==> src/rtl/addsub_pkg.sv <==
// Shared types and sizing helpers for the bit-serial add/sub stage.
package addsub_pkg;

   typedef enum logic [1:0] {
      IDLE,
      RUN,
      DONE
   } state_t;

   // Width of the shift counter for a given operand width.
   // It must count 0..WIDTH inclusive, plus one bit of headroom.
   function automatic int unsigned cnt_width(input int unsigned w);
      return $clog2(w + 1) + 1;
   endfunction

   localparam int unsigned DEF_WIDTH = 8;
   localparam int unsigned CNT_W     = cnt_width(DEF_WIDTH);

endpackage

==> src/rtl/fa.sv <==
// Single one-bit full-adder cell.
module fa (
   input  logic a,
   input  logic b,
   input  logic c,
   output logic sout,
   output logic cout
);

   // Sum and carry of three one-bit inputs.
   always_comb begin
      sout = a ^ b ^ c;
      cout = (a & b) | (a & c) | (b & c);
   end

endmodule

==> src/rtl/serial_addsub.sv <==
// Bit-serial signed adder/subtractor.
// Operands stream LSB-first through one full-adder cell. One extra shift over
// the sign-extended MSBs makes the WIDTH+1-bit result exact.
module serial_addsub
   import addsub_pkg::*;
#(
   parameter int unsigned WIDTH = 8
) (
   input  logic             clk,
   input  logic             rst,
   input  logic             in_valid,
   output logic             in_ready,
   input  logic [WIDTH-1:0] a,
   input  logic [WIDTH-1:0] b,
   input  logic             sub,
   output logic             out_valid,
   input  logic             out_ready,
   output logic [WIDTH:0]   sum,
   output logic             ovf
);

   localparam int unsigned CW = cnt_width(WIDTH);

   state_t           state_q, state_d;
   logic [WIDTH-1:0] sa_q, sa_d;
   logic [WIDTH-1:0] sb_q, sb_d;
   logic [WIDTH:0]   r_q, r_d;
   logic             carry_q, carry_d;
   logic [CW-1:0]    cnt_q, cnt_d;

   logic fa_sout;
   logic fa_cout;

   fa u_fa (
      .a    (sa_q[0]),
      .b    (sb_q[0]),
      .c    (carry_q),
      .sout (fa_sout),
      .cout (fa_cout)
   );

   // Next-state and datapath update.
   always_comb begin
      state_d = state_q;
      sa_d    = sa_q;
      sb_d    = sb_q;
      r_d     = r_q;
      carry_d = carry_q;
      cnt_d   = cnt_q;
      unique case (state_q)
         IDLE: begin
            if (in_valid) begin
               sa_d    = a;
               // Subtraction is A + ~B + 1: invert B here, the +1 enters as carry-in.
               sb_d    = b ^ {WIDTH{sub}};
               carry_d = sub;
               cnt_d   = '0;
               state_d = RUN;
            end
         end
         RUN: begin
            // Arithmetic shift keeps presenting the sign bit after the last real bit.
            sa_d    = {sa_q[WIDTH-1], sa_q[WIDTH-1:1]};
            sb_d    = {sb_q[WIDTH-1], sb_q[WIDTH-1:1]};
            r_d     = {fa_sout, r_q[WIDTH:1]};
            carry_d = fa_cout;
            cnt_d   = cnt_q + CW'(1);
            if (cnt_q == CW'(WIDTH)) begin
               state_d = DONE;
            end
         end
         DONE: begin
            if (out_ready) begin
               state_d = IDLE;
            end
         end
         default: state_d = IDLE;
      endcase
   end

   // State and datapath registers with synchronous reset.
   always_ff @(posedge clk) begin
      if (rst) begin
         state_q <= IDLE;
         sa_q    <= '0;
         sb_q    <= '0;
         r_q     <= '0;
         carry_q <= 1'b0;
         cnt_q   <= '0;
      end else begin
         state_q <= state_d;
         sa_q    <= sa_d;
         sb_q    <= sb_d;
         r_q     <= r_d;
         carry_q <= carry_d;
         cnt_q   <= cnt_d;
      end
   end

   // Handshake and result outputs.
   always_comb begin
      in_ready  = (state_q == IDLE);
      out_valid = (state_q == DONE);
      sum       = r_q;
      ovf       = r_q[WIDTH] ^ r_q[WIDTH-1];
   end

endmodule

==> config.mk <==
export PLATFORM = sky130hd
export DESIGN_NAME = serial_addsub
export DESIGN_NICKNAME = d
export VERILOG_FILES = /design/src/rtl/addsub_pkg.sv /design/src/rtl/fa.sv /design/src/rtl/serial_addsub.sv
export SDC_FILE = /design/constraint.sdc
export NUM_CORES = 1
export LEC_CHECK = 0
export BUFFER_PORTS_ARGS = -buffer_cell sky130_fd_sc_hd__buf_2
export CAP_MARGIN = 20
export CORE_ASPECT_RATIO = 1.2
export CORE_MARGIN = 8
export CORE_UTILIZATION = 50
export DETAILED_ROUTE_END_ITERATION = 8
export PLACE_DENSITY = 0.74
export SETUP_SLACK_MARGIN = 0.1
export SLEW_MARGIN = 20
export SYNTH_ARGS = -nofsm -noshare
export SYNTH_HDL_FRONTEND = slang
export SYNTH_SLANG_ARGS = --single-unit
==> constraint.sdc <==
create_clock -name clk -period 2.4 [get_ports clk]
set_clock_uncertainty 0.15 [all_clocks]
set_input_delay 0.48 -clock clk [delete_from_list [all_inputs] [get_ports clk]]
set_output_delay 0.48 -clock clk [all_outputs]
set_load 0.05 [all_outputs]
==> flow_summary.yaml, run 1 <==
setup_path:
  regToRegEndpoint: "sa_q[1]$_SDFFE_PP0P_"
  r2r_cells: 2
  reg2reg_from: "state_q[0]$_SDFFE_PP0P_"
  crit_path_top_delay_cell: "dfxtp_1"
  worst-path-max-fanout: 15
  critPathKind: "flop to primary output"
  start_kind: "flop"
  critical-path-max-stage-delay_ns: 0.70
  crit_arrival_ns: 1.51
  r2r_setup_slack_ns: 0.48
  required_ns: 1.77
  end_kind: "primary output"
  crit_chain: "and2b_1, buf_2"
min_path:
  min_from: "a[7]"
  hold_path_depth: 3
  hold-path-endpoint: "sa_q[7]$_SDFFE_PP0P_"
  hp-class: "input pin to flop"
routing:
  drcViolationCount: 0
  vias: 1364
  post_drt_wl_per_cell_um: 13.6
  drt.antenna.violating_nets: 0
  drtIter0Drc: 71
  dr.pass1.iters: 4
  vias_per_cell: 5.52
  finalWirelength_um: 3360
grt:
  grt_max_degree: 25
  grt_antenna_before_repair: 0
  first_global_vias: 1374
  track_usage: 0.140
  grt_pass1_wl_um: 5930
  overflow: 0
run:
  drv_cap: 0
yosys:
  yosysTopAreaCell: "dfxtp_1"
  synth_seq_cells: 33
  ys_types: 30
  ys_seq_area_frac: 0.420
  yosys_warnings: 0
  syn_area_mm2: 0.00157
  syn_area_per_cell_um2: 8.60
  ys_top_cells_by_area: "dfxtp_1, a21oi_1, nor2_1, o221a_2, nand2_1"
  synth_cells: 183
  synthesis.nets: 207
  synthDominantCellAreaShare: 0.420
timing:
  fin_crit_sh: 0.892
  finalSetupTns_ns: 0
  worstMarginPinSlew_ns: 0.679
  slew-limit-headroom: 0.548
  hold_viol_final: 0
  maxSlewViolCount: 0
  setup-violations-final: 0
  rsz0062_at_grt: "false"
  fmax_mhz: 467
  fin_crit_ns: 2.14
clock_network:
  post_cts_buffers: 0
  clock_latency_ns: 0.33
  cts-hold-fix-buffers: 0
  clk_pin_slew_ns: 0.10
  numCtsBuffers: 5
  cts_resized: 0
  clock_path_buffers: 2
  cts_root_buf: "clkbuf_4"
  htreeDepth: 2
  cts_tree: "built"
  cts_num_sinks: 33
pwr:
  power_mw: 1.11
  p_comb_frac: 0.163
  p_int_mw: 0.795
  p_clk_frac: 0.283
  p_sw_mw: 0.310
  max-vdd-ir-drop_v: 0.000452
  p_leak_nw: 0.746
  power.density_mw_per_mm2: 622
  swShare: 0.280
  sequentialPowerShare: 0.554
final_layout:
  fillers: 286
  antenna_cells: 0
  area_growth_pct: 12.9
  final_util: 0.587
  final_area_mm2: 0.00178
  multi_input_area_um2: 792
  regArea_um2: 661
  drive_gt1_frac: 0.256
  layout.nets: 235
place:
  place_area_mm2: 0.00172
  port_buffers: 32
  gp_congestion: 0.757
  hpwl_um: 2430
floorplan:
  core_area_mm2: 0.00303
  pin_count: 33
  fp.dieArea_mm2: 0.00521
  rows: 22
  die_y_um: 77.5
  die_w_um: 67.2
  start_util: 0.520
outcome:
  status: "complete, no violations"
[placed cells by master (no fill, tap or decap), types with 2 or more instances in the layout]
cell and n:
xnor2_1 8, a22oi_1 9, dfxtp_1 33, buf_4 3, a21oi_1 25, and2b_1 2
clkbuf_4 5, nor2_1 25, o22ai_1 7, buf_2 32, mux2i_1 2, ha_1 2
nand3b_1 2, o221a_2 8, inv_1 11, mux2_2 2, nand2b_1 2, nand4_1 2
nor3b_1 2, nand2_1 19
[final cells by class]
class,count,share of cell area
repair buffers,35,0.103
well taps,36,0.0254
multi-input cells,125,0.446
inverters,11,0.0232
clock buffers,7,0.0310
flip-flops and latches,33,0.372
[worst max-delay path by stage]
stage	start	cells past startpoint	endpoint
5_1_grt	state_q[0]$_SDFFE_PP0P_	2	out_valid
3_3_place_gp	state_q[0]$_SDFFE_PP0P_	2	sa_q[2]$_SDFFE_PP0P_
6_report	state_q[0]$_SDFFE_PP0P_	2	out_valid
3_5_place_dp	state_q[0]$_SDFFE_PP0P_	2	sa_q[2]$_SDFFE_PP0P_
2_1_floorplan	sum[7]$_SDFFE_PP0P_	1	ovf
4_1_cts	state_q[0]$_SDFFE_PP0P_	2	out_valid
[routing by layer]
| layer | part of all wire | GRT usage | up-vias | routed length, um |
|---|---|---|---|---|
| met3 | 0.065 | 0.0503 | 6 | 219 |
| li1 | - | - | 687 | - |
| met5 | 0 | 0 | - | 0 |
| met2 | 0.48 | 0.221 | 35 | 1610 |
| met4 | 0.016 | 0.0545 | 0 | 53 |
| met1 | 0.44 | 0.167 | 636 | 1480 |
[cell usage after synthesis]
| cell | count |
|---|---|
| clkbuf_2 | 1 |
| nand4_1 | 2 |
| o21bai_2 | 1 |
| buf_6 | 1 |
| buf_2 | 3 |
| xnor2_1 | 8 |
| nor2_1 | 25 |
| mux2i_1 | 2 |
| inv_1 | 11 |
| xor2_1 | 1 |
| dfxtp_1 | 33 |
| nand3b_1 | 2 |
| a22oi_1 | 9 |
| nor3b_4 | 1 |
| o221a_2 | 8 |
| o22ai_1 | 7 |
| nand2_1 | 19 |
| nor3b_1 | 2 |
| and2b_1 | 2 |
| clkbuf_1 | 5 |
| a21oi_1 | 25 |
| a211oi_1 | 1 |
| buf_4 | 4 |
| mux2_2 | 2 |
| ha_1 | 2 |
| fa_1 | 1 |
| nor4bb_1 | 1 |
| nand2b_1 | 2 |
| a31oi_1 | 1 |
| o21ba_2 | 1 |
[worst max-delay path: cells and delay by family, from the launching register on]
kind | cells | cell delay, ns
AND/OR/NAND/NOR | 1 | 0.27
buffers and inverters | 1 | 0.21
flip-flops | 1 | 0.70
[flip-flops by register name, summed over array words and instances, names as in the netlist]
name     count
sum          9
sa_q         8
sb_q         8
cnt_q        5
state_q      2
carry_q      1
[kinds of logic (layout without fill, tap and decap cells)]
group                      count (synthesis)  in the layout  share of synthesized area
xor gates and xnor gates                   9              9                     0.0501
buffers and inverters                     25             53                     0.0771
AOI/OAI and AO/OA                         53             53                      0.230
adders and majority gates                  3              3                     0.0286
muxes                                      4              4                     0.0270
DFF                                       33             33                      0.420
and+or+nand+nor                           56             56                      0.168
[through the flow]
step,instances,hold WS [ns],worst slack (ns)
detailed placement,240,0.317,0.498
CTS,247,0.228,0.238
floorplan,183,0.311,0.296
finish,247,0.249,0.258
global placement,240,0.303,0.590
global route,247,0.261,0.162
[power by group through the flow]
stage                     Sequential, mW  Combinational (mW)  Clock [mW]
after CTS                          0.612               0.182       0.326
after global routing               0.617               0.201       0.356
final                              0.612               0.180       0.313
after detailed placement           0.624               0.182           0
after global placement             0.622               0.174           0
after floorplan                    0.621               0.139           0
(Power assumes the default switching activity.)
==> run 2: changes to the inputs <==
--- a/config.mk
+++ b/config.mk
@@ -16,4 +16,5 @@
 export SLEW_MARGIN = 20
 export SYNTH_ARGS = -nofsm -noshare
 export SYNTH_HDL_FRONTEND = slang
+export SYNTH_HIERARCHICAL = 1
 export SYNTH_SLANG_ARGS = --single-unit
==> flow_summary.yaml, run 2 <==
timing:
  worstMarginPinSlew_ns: 0.642
  setup_ws_ns: 0.222
  finalSetupTns_ns: 0
  fin_crit_sh: 0.907
  fin_crit_ns: 2.18
  hold_viol_final: 0
  setup-violations-final: 0
  fmax_mhz: 459
  slew-limit-headroom: 0.572
  hold_slack_ns: 0.248
  rsz0062_at_grt: "false"
  maxSlewViolCount: 0
final_layout:
  final_common_cell: "dfxtp_1"
  most-common-layout-cells: "dfxtp_1, buf_2, nand2_1, nor2_1, a21oi_1"
  largest_reg_flops: 9
  area_growth_pct: 15.6
  final_area_mm2: 0.00176
  final_util: 0.591
  drive_gt1_frac: 0.262
  layout.nets: 229
  antenna_cells: 0
  layout.cells.non_filler: 242
clock_network:
  clk_pin_slew_ns: 0.10
  clock_latency_ns: 0.33
  clock_path_buffers: 2
  post_cts_buffers: 0
  numCtsBuffers: 5
  cts_num_sinks: 33
  cts-hold-fix-buffers: 0
  cts_root_buf: "clkbuf_4"
  cts_resized: 0
  cts_tree: "built"
  htreeDepth: 2
grt:
  track_usage: 0.131
  grt_max_degree: 28
  grt_antenna_before_repair: 0
  overflow: 0
  grt_pass1_wl_um: 5390
  first_global_vias: 1300
pwr:
  power_mw: 1.12
  p_leak_nw: 0.722
  power.density_mw_per_mm2: 635
  max-vdd-ir-drop_v: 0.000514
yosys:
  syn_area_per_cell_um2: 8.59
  synthMuxAreaShare: 0.0280
  synth_top_family_by_area: "simple AND/OR/NAND/NOR gates"
  synth_cells: 177
  ys_seq_area_frac: 0.435
  syn_area_mm2: 0.00152
  ys_top_cells_by_area: "dfxtp_1, a21oi_1, nand2_1, or3b_2, xnor2_1"
  synthDominantCellAreaShare: 0.435
  yosysMostFrequentCell: "dfxtp_1"
  synth_simple_gate_area_share: 0.254
  synth_seq_cells: 33
  yosys_warnings: 6
  synthXorXnorAreaFrac: 0.0519
  ys_types: 33
  yosysTopAreaCell: "dfxtp_1"
  synth_edf_count: 0
  ys_async_sr_fraction: 0
  ys.flop_type: "dfxtp_1"
  synth_common_cells: "dfxtp_1, nand2_1, a21oi_1, nor2_1, nand2b_1"
  yosys.area_share.adder: 0.0296
  synthesis.nets: 201
  synth_compound_area_frac: 0.156
setup_path:
  required_ns: 1.77
  critPathKind: "flop to primary output"
  crit_family: "flip-flops"
  worst-path-max-fanout: 17
  crit_arrival_ns: 1.55
  crit_chain: "nor2b_1, buf_2"
  start_kind: "flop"
  crit_path_top_delay_cell: "dfxtp_1"
  end_kind: "primary output"
  r2r_setup_slack_ns: 0.45
  crit_buf_inv: 1
  critical-path-max-stage-delay_ns: 0.67
floorplan:
  core_area_mm2: 0.00297
  rows: 22
  die_w_um: 66.3
  die_y_um: 76.4
  start_util: 0.511
  fp.dieArea_mm2: 0.00507
  pin_count: 33
place:
  place_area_mm2: 0.00169
  port_buffers: 32
  hpwl_um: 2370
  place_ws_ns: 0.465
  placedCellCount: 234
  gp_congestion: 0.715
routing:
  drt.antenna.violating_nets: 0
  dr.pass1.iters: 4
  vias_per_cell: 5.44
  post_drt_wl_per_cell_um: 13.2
  finalWirelength_um: 3200
  drtIter0Drc: 82
  drcViolationCount: 0
  vias: 1316
outcome:
  status: "complete, no violations"
min_path:
  hp-class: "input pin to flop"
run:
  drv_cap: 0
run 2: cell count changes after synthesis, moves of 3 or more:
| cell | change |
|---|---|
| inv_1 | -9 |
| nor3_1 | +9 |
| nand2b_1 | +8 |
| o221a_2 | -8 |
| or3b_2 | +8 |
| a21oi_1 | -7 |
| nor2_1 | -7 |
| buf_4 | -3 |
run 2: worst min-delay path, stage by stage:
cell     delay [ns]
buf_2          0.08
mux2i_1        0.06
nor2_1         0.08
run 2: report_power, final:
part           total, mW  internal, mW  leakage (nW)  switching (mW)
Sequential         0.595         0.577         0.270          0.0177
Combinational      0.172        0.0719         0.410          0.0997
Clock              0.349         0.170        0.0413           0.179
Total               1.12         0.819         0.722           0.297
run 2: final timing paths:
path                                 from               endpoint  depth (start not counted)
setup / recovery  state_q[1]$_SDFFE_PP0P_              out_valid                          2
hold / removal                       a[7]   sa_q[7]$_SDFFE_PP0P_                          3
setup reg to reg  state_q[1]$_SDFFE_PP0P_  cnt_q[3]$_SDFFE_PP0P_                          3
hold reg to reg       sum[6]$_SDFFE_PP0P_    sum[6]$_SDFFE_PP0P_                          2
run 2: cell families (layout without fill, tap and decap cells):
kind of cell	after synthesis	count (layout)
AO/OA/AOI/OAI	38	38
XOR/XNOR	9	9
adder cells (fa/ha/maj)	3	3
buffers and inverters	16	45
flip-flops	33	33
multiplexers	4	4
AND/OR/NAND/NOR	74	74
run 2: cell type report:
class	instances	area, um^2
fillers	290	1220
multi-input cells	128	791
flip-flops and latches	33	661
repair buffers	35	183
clock buffers	7	65.1
well taps	36	45.0
inverters	2	7.51
clock inverters	1	5.00
run 2: metal layers:
layer,routed length (um),global-route usage,vias to the layer above
met2,1590,0.220,33
met4,48,0.0535,0
li1,-,-,664
met1,1350,0.136,613
met5,0,0,-
met3,213,0.0559,6
